## config.mk

```make
export PLATFORM = sky130hd
export DESIGN_NAME = bcd_down_timer
export DESIGN_NICKNAME = d
export VERILOG_FILES = /design/src/rtl/bcd_timer_pkg.sv /design/src/rtl/bcd_digit_down.sv /design/src/rtl/bcd_down_timer.sv
export SDC_FILE = /design/constraint.sdc
export NUM_CORES = 1
export LEC_CHECK = 0
export CORE_MARGIN = 3
export CORE_UTILIZATION = 45
export DETAILED_ROUTE_END_ITERATION = 12
export PLACE_DENSITY = 0.77
export SLEW_MARGIN = 10
export SYNTH_ARGS = -nofsm -noshare
export SYNTH_HDL_FRONTEND = slang
export SYNTH_SLANG_ARGS = --single-unit
```

## constraint.sdc

```tcl
create_clock -name clk -period 1.9 [get_ports clk]
set_clock_uncertainty 0.1 [all_clocks]
set_input_delay 0.19 -clock clk [delete_from_list [all_inputs] [get_ports clk]]
set_output_delay 0.19 -clock clk [all_outputs]
set_load 0.01 [all_outputs]
```

## src/rtl/bcd_timer_pkg.sv

```systemverilog
// Shared constants, state encoding and digit clamp for the two-digit BCD down-timer.
package bcd_timer_pkg;

    localparam int DIGIT_W = 4;

    localparam logic [1:0] ST_IDLE  = 2'd0;
    localparam logic [1:0] ST_RUN   = 2'd1;
    localparam logic [1:0] ST_PAUSE = 2'd2;

    typedef enum logic [1:0] {
        S_IDLE  = ST_IDLE,
        S_RUN   = ST_RUN,
        S_PAUSE = ST_PAUSE
    } state_e;

    localparam logic [DIGIT_W-1:0] BCD_MAX = 4'd9;

    // Presets above 9 are not valid BCD; saturate them to 9.
    function automatic logic [DIGIT_W-1:0] bcd_clamp(input logic [DIGIT_W-1:0] v);
        return (v > BCD_MAX) ? BCD_MAX : v;
    endfunction

endpackage

```

## src/rtl/bcd_digit_down.sv

```systemverilog
// One BCD digit that counts down 9..0 with a combinational borrow out.
module bcd_digit_down
    import bcd_timer_pkg::*;
(
    input  logic               clk,
    input  logic               reset,
    input  logic               dec,
    input  logic               load,
    input  logic [DIGIT_W-1:0] d,
    output logic [DIGIT_W-1:0] q,
    output logic               borrow
);

    logic [DIGIT_W-1:0] q_q;
    logic [DIGIT_W-1:0] q_d;

    always_comb begin
        q_d = q_q;
        if (load) begin
            q_d = d;
        end else if (dec) begin
            q_d = (q_q == '0) ? BCD_MAX : q_q - DIGIT_W'(1);
        end
    end

    always_ff @(posedge clk or negedge reset) begin
        if (!reset) begin
            q_q <= '0;
        end else begin
            q_q <= q_d;
        end
    end

    assign q      = q_q;
    assign borrow = (q_q == '0) && dec;

endmodule

```

## src/rtl/bcd_down_timer.sv

```systemverilog
// Two-digit BCD down-timer with load/start/pause control and a one-cycle done pulse.
// Optional build macro AUTO_RELOAD_EN: reload the captured preset on expiry and keep running.
module bcd_down_timer
    import bcd_timer_pkg::*;
#(
    parameter int TICK_DIV = 1
) (
    input  logic               clk,
    input  logic               reset,
    input  logic               load,
    input  logic [DIGIT_W-1:0] load_tens,
    input  logic [DIGIT_W-1:0] load_ones,
    input  logic               start,
    input  logic               pause,
    output logic [DIGIT_W-1:0] cnt_tens,
    output logic [DIGIT_W-1:0] cnt_ones,
    output logic               running,
    output logic               done
);

    localparam int PW = (TICK_DIV > 1) ? $clog2(TICK_DIV) : 1;

    state_e             state_q, state_d;
    logic [PW-1:0]      presc_q, presc_d;
    logic               done_q, done_d;
    logic               running_q;
    logic               tick, dec_ones, reload_fire, reload_ok;
    logic               at_zero, at_one;
    logic               digit_load;
    logic [DIGIT_W-1:0] tens_val, ones_val, tens_in, ones_in;
    logic               ones_borrow, tens_borrow_unused;

    assign tick    = (presc_q == PW'(TICK_DIV - 1));
    assign at_zero = (tens_val == '0) && (ones_val == '0);
    assign at_one  = (tens_val == '0) && (ones_val == DIGIT_W'(1));

`ifdef AUTO_RELOAD_EN
    logic [DIGIT_W-1:0] rl_tens_q, rl_ones_q;

    always_ff @(posedge clk or negedge reset) begin
        if (!reset) begin
            rl_tens_q <= '0;
            rl_ones_q <= '0;
        end else if (load) begin
            rl_tens_q <= bcd_clamp(load_tens);
            rl_ones_q <= bcd_clamp(load_ones);
        end
    end

    // A zero reload value would just re-expire forever; treat it as no reload.
    assign reload_ok = (rl_tens_q != '0) || (rl_ones_q != '0);
    assign tens_in   = load ? bcd_clamp(load_tens) : rl_tens_q;
    assign ones_in   = load ? bcd_clamp(load_ones) : rl_ones_q;
`else
    assign reload_ok = 1'b0;
    assign tens_in   = bcd_clamp(load_tens);
    assign ones_in   = bcd_clamp(load_ones);
`endif

    assign digit_load = load || reload_fire;

    always_comb begin
        state_d     = state_q;
        presc_d     = presc_q;
        done_d      = 1'b0;
        dec_ones    = 1'b0;
        reload_fire = 1'b0;
        if (load) begin
            state_d = S_IDLE;
            presc_d = '0;
        end else begin
            case (state_q)
                S_IDLE: begin
                    if (start) begin
                        if (at_zero) done_d  = 1'b1;
                        else         state_d = S_RUN;
                    end
                end
                S_RUN: begin
                    if (pause && !start) begin
                        state_d = S_PAUSE;
                    end else begin
                        presc_d = tick ? '0 : presc_q + PW'(1);
                        if (tick) begin
                            if (at_one) begin
                                done_d = 1'b1;
                                if (reload_ok) begin
                                    reload_fire = 1'b1;
                                end else begin
                                    dec_ones = 1'b1;
                                    state_d  = S_IDLE;
                                end
                            end else begin
                                dec_ones = 1'b1;
                            end
                        end
                    end
                end
                S_PAUSE: begin
                    if (start) state_d = S_RUN;
                end
                default: state_d = S_IDLE;
            endcase
        end
    end

    always_ff @(posedge clk or negedge reset) begin
        if (!reset) begin
            state_q   <= S_IDLE;
            presc_q   <= '0;
            done_q    <= 1'b0;
            running_q <= 1'b0;
        end else begin
            state_q   <= state_d;
            presc_q   <= presc_d;
            done_q    <= done_d;
            running_q <= (state_d == S_RUN);
        end
    end

    bcd_digit_down u_ones (
        .clk    (clk),
        .reset  (reset),
        .dec    (dec_ones),
        .load   (digit_load),
        .d      (ones_in),
        .q      (ones_val),
        .borrow (ones_borrow)
    );

    // Tens only moves on a ones borrow; its own borrow would mean 00 -> 99, which never happens.
    bcd_digit_down u_tens (
        .clk    (clk),
        .reset  (reset),
        .dec    (ones_borrow),
        .load   (digit_load),
        .d      (tens_in),
        .q      (tens_val),
        .borrow (tens_borrow_unused)
    );

    assign cnt_tens = tens_val;
    assign cnt_ones = ones_val;
    assign running  = running_q;
    assign done     = done_q;

endmodule
```

==> results.sh, run 1 <==
export IMPL_status="finished clean"
export IMPL_ys_seq_area_frac=0.399
export IMPL_clkTransAtPathRegs_ns=0.08
export IMPL_power_mw=0.689
export IMPL_worst_hold_slack_ns=0.161
export IMPL_final_common_cell="clkdlybuf4s50_1"
export IMPL_cts_hold_buf=0
export IMPL_crit_buf_inv=0
export IMPL_layoutNonFillerInstCount=120
export IMPL_cp_required_ns=1.95
export IMPL_cp_slowest_stage_delay_ns=0.43
export IMPL_netlist_instances=81
export IMPL_synth_cell_type_count=36
export IMPL_final_area_um2=998
export IMPL_critical_path_top_delay_family="simple AND/OR/NAND/NOR gates"
export IMPL_antenna_found_initial=0
export IMPL_muxShareOfSynthArea=0.0266
export IMPL_syn_to_final_growth_pct=32.8
export IMPL_grt_overflow=0
export IMPL_worst_slew_pin_slew_ns=0.536
export IMPL_worstSkewPairLatency_ns=0.27
export IMPL_grt_pass1_wl_um=2570
export IMPL_vias=670
export IMPL_synth_compound_area_share=0.211
export IMPL_critPathCaptureType="flip-flop"
export IMPL_ff2ff_path_depth=4
export IMPL_clock_sinks=12
export IMPL_ant_nets=0
export IMPL_setup_viol=0
export IMPL_grt_max_degree=14
export IMPL_ys_flop_type="dfrtp_1"
export IMPL_grt_pass1_vias=592
export IMPL_gp_congestion=0.781
export IMPL_post_dp_hpwl_um=1220
export IMPL_synth_top_family_by_area="simple AND/OR/NAND/NOR gates"
export IMPL_synth_area_per_cell_um2=9.28
export IMPL_post_cts_resized=0
export IMPL_synth_edf_count=0
export IMPL_reg2reg_slack_ns=0.13
export IMPL_die_area_um2=2200
export IMPL_first_pass_iters=4
export IMPL_ys_ff_latch=12
export IMPL_fp_dieW_um=46.9
export IMPL_io_buffers=22
export IMPL_syn_nets=94
export IMPL_cts_buffer_depth=2
export IMPL_crit_start="u_tens.q[0]"
export IMPL_via_per_inst=5.58
export IMPL_dpl_cell_area_um2=962
export IMPL_fin_nets=118
export IMPL_critical_path_class="reg2reg"
export IMPL_die_y_um=46.9
export IMPL_cts_tree="done"
export IMPL_worst_ir_drop_vdd_mv=0.395
export IMPL_crit_arrival_ns=1.82
export IMPL_numCtsBuffers=3
export IMPL_r2r_end="u_tens.q[3]"
export IMPL_maxSlewViolCount=0
export IMPL_finalCriticalPeriod_ns=1.77
export IMPL_max_slew_margin=0.641
export IMPL_async_flop_share=1.00
export IMPL_drt_wl_total_um=1580
export IMPL_r2r_start="u_tens.q[0]"
export IMPL_num_rows=14
export IMPL_cts_root_buf="clkbuf_4"
export IMPL_drt_initial_drc_count=12
export IMPL_start_util=0.488
export IMPL_period_share=0.932
export IMPL_synth_area_um2=752
export IMPL_wl_per_cell_um=13.2
export IMPL_final_util=0.648
export IMPL_pwr_density_cell_nw_per_um2=690
export IMPL_synth_simple_gate_area_share=0.270
export IMPL_most_common_layout_cells="22 x clkdlybuf4s50_1, 12 x dfrtp_1, 7 x nor2_1, 7 x nand2_1, 6 x o21ai_0"
export IMPL_path_cells="nor4_1 -> nand2_1 -> o41ai_1 -> a31oi_1"
export IMPL_slowest_stage="dfrtp_1"
export IMPL_htree_levels=1
export IMPL_io_pin_count=23
export IMPL_maxCapViolCount=0
export IMPL_place_ws_ns=0.0472
export IMPL_postCtsSetupBuffers=0
export IMPL_yosysWarnings=0
export IMPL_hp_class="in2async"
export IMPL_yosys_area_share_adder=0
export IMPL_fp_coreArea_um2=1540
export IMPL_cp_max_fo=5
export IMPL_grt_usage=0.166
export IMPL_place_inst=116
export IMPL_rsz0062_at_grt="no"
export IMPL_fin_setup_tns_ns=0
export IMPL_p_leak_nw=0.396
export IMPL_drc=0
export IMPL_worst_slack_ns=0.130
export IMPL_diodes=0
export IMPL_startpoint_type="flip-flop"
export IMPL_hold_viol_final=0
export IMPL_synth_xor_area_frac=0.0233
export IMPL_layout_drive_gt1_share=0.0962
export IMPL_max_clock_freq_mhz=565
## logic make-up (layout without fill, tap and decap cells)
kind of cell / Yosys count / after routing
compound gates: 24 / 24
xor+xnor: 2 / 2
buf+inv: 8 / 31
flops: 12 / 12
mux: 2 / 2
simple gates: 33 / 33
## where the power goes
group / switching, mW / leakage, nW / internal (mW)
combinational: 0.0743 / 0.225 / 0.0961
sequential: 0.0348 / 0.150 / 0.276
clock: 0.0910 / 0.0210 / 0.117
## area by class of cell
| class | count | area [um^2] |
|---|---|---|
| fillers | 133 | 543 |
| multi-input cells | 61 | 399 |
| flip-flops and latches | 12 | 300 |
| repair buffers | 23 | 228 |
| clock buffers | 4 | 36.3 |
| well taps | 16 | 20.0 |
| inverters | 4 | 15.0 |
## sequential cells by signal, summed over array words and instances, names as in the netlist
name	cells
u_ones.q	4
u_tens.q	4
state_q	2
done	1
running	1
## routing by layer
metal	routed length, um	vias to the layer above	global-route usage
met5	0	-	0
met4	0	0	0.0497
met3	84	0	0.0421
met2	750	15	0.241
met1	744	314	0.240
li1	-	341	-
## cell usage after synthesis, drive strengths merged (2+ instances only)
library cell,n,area (um^2)
a2111oi,2,17.5
a21oi,2,10.0
a31oi,2,12.5
buf,3,33.8
dfrtp,12,300
inv,4,15.0
mux2i,2,20.0
nand2,7,26.3
nand2b,2,15.0
nor2,7,26.3
nor2b,4,27.5
nor3,5,36.3
nor4,2,12.5
o21a,2,15.0
o21ai,7,35.0
o22ai,2,12.5
## worst max path at each step
stage	endpoint	cells past startpoint	slack, ns
after floorplan	u_tens.q[3]	4	0.36
after global placement	u_tens.q[2]	5	0.08
after detailed placement	u_tens.q[2]	5	0.05
after CTS	u_tens.q[3]	4	0.14
after global routing	u_tens.q[3]	4	0.03
final	u_tens.q[3]	4	0.13
## worst reg2reg max path: cells and delay by family, from the launching register on
family	cells	cell delay (ns)
flops	1	0.43
simple gates	2	0.59
compound gates	2	0.54
No activity file was read; power rests on OpenSTA's default activity.
==> run 2: changes to the inputs <==
Settings changed: SLEW_MARGIN 10 to 20.
==> results of run 2 <==
Same layout as run 1: the final DEF is identical, and so are final timing and power.
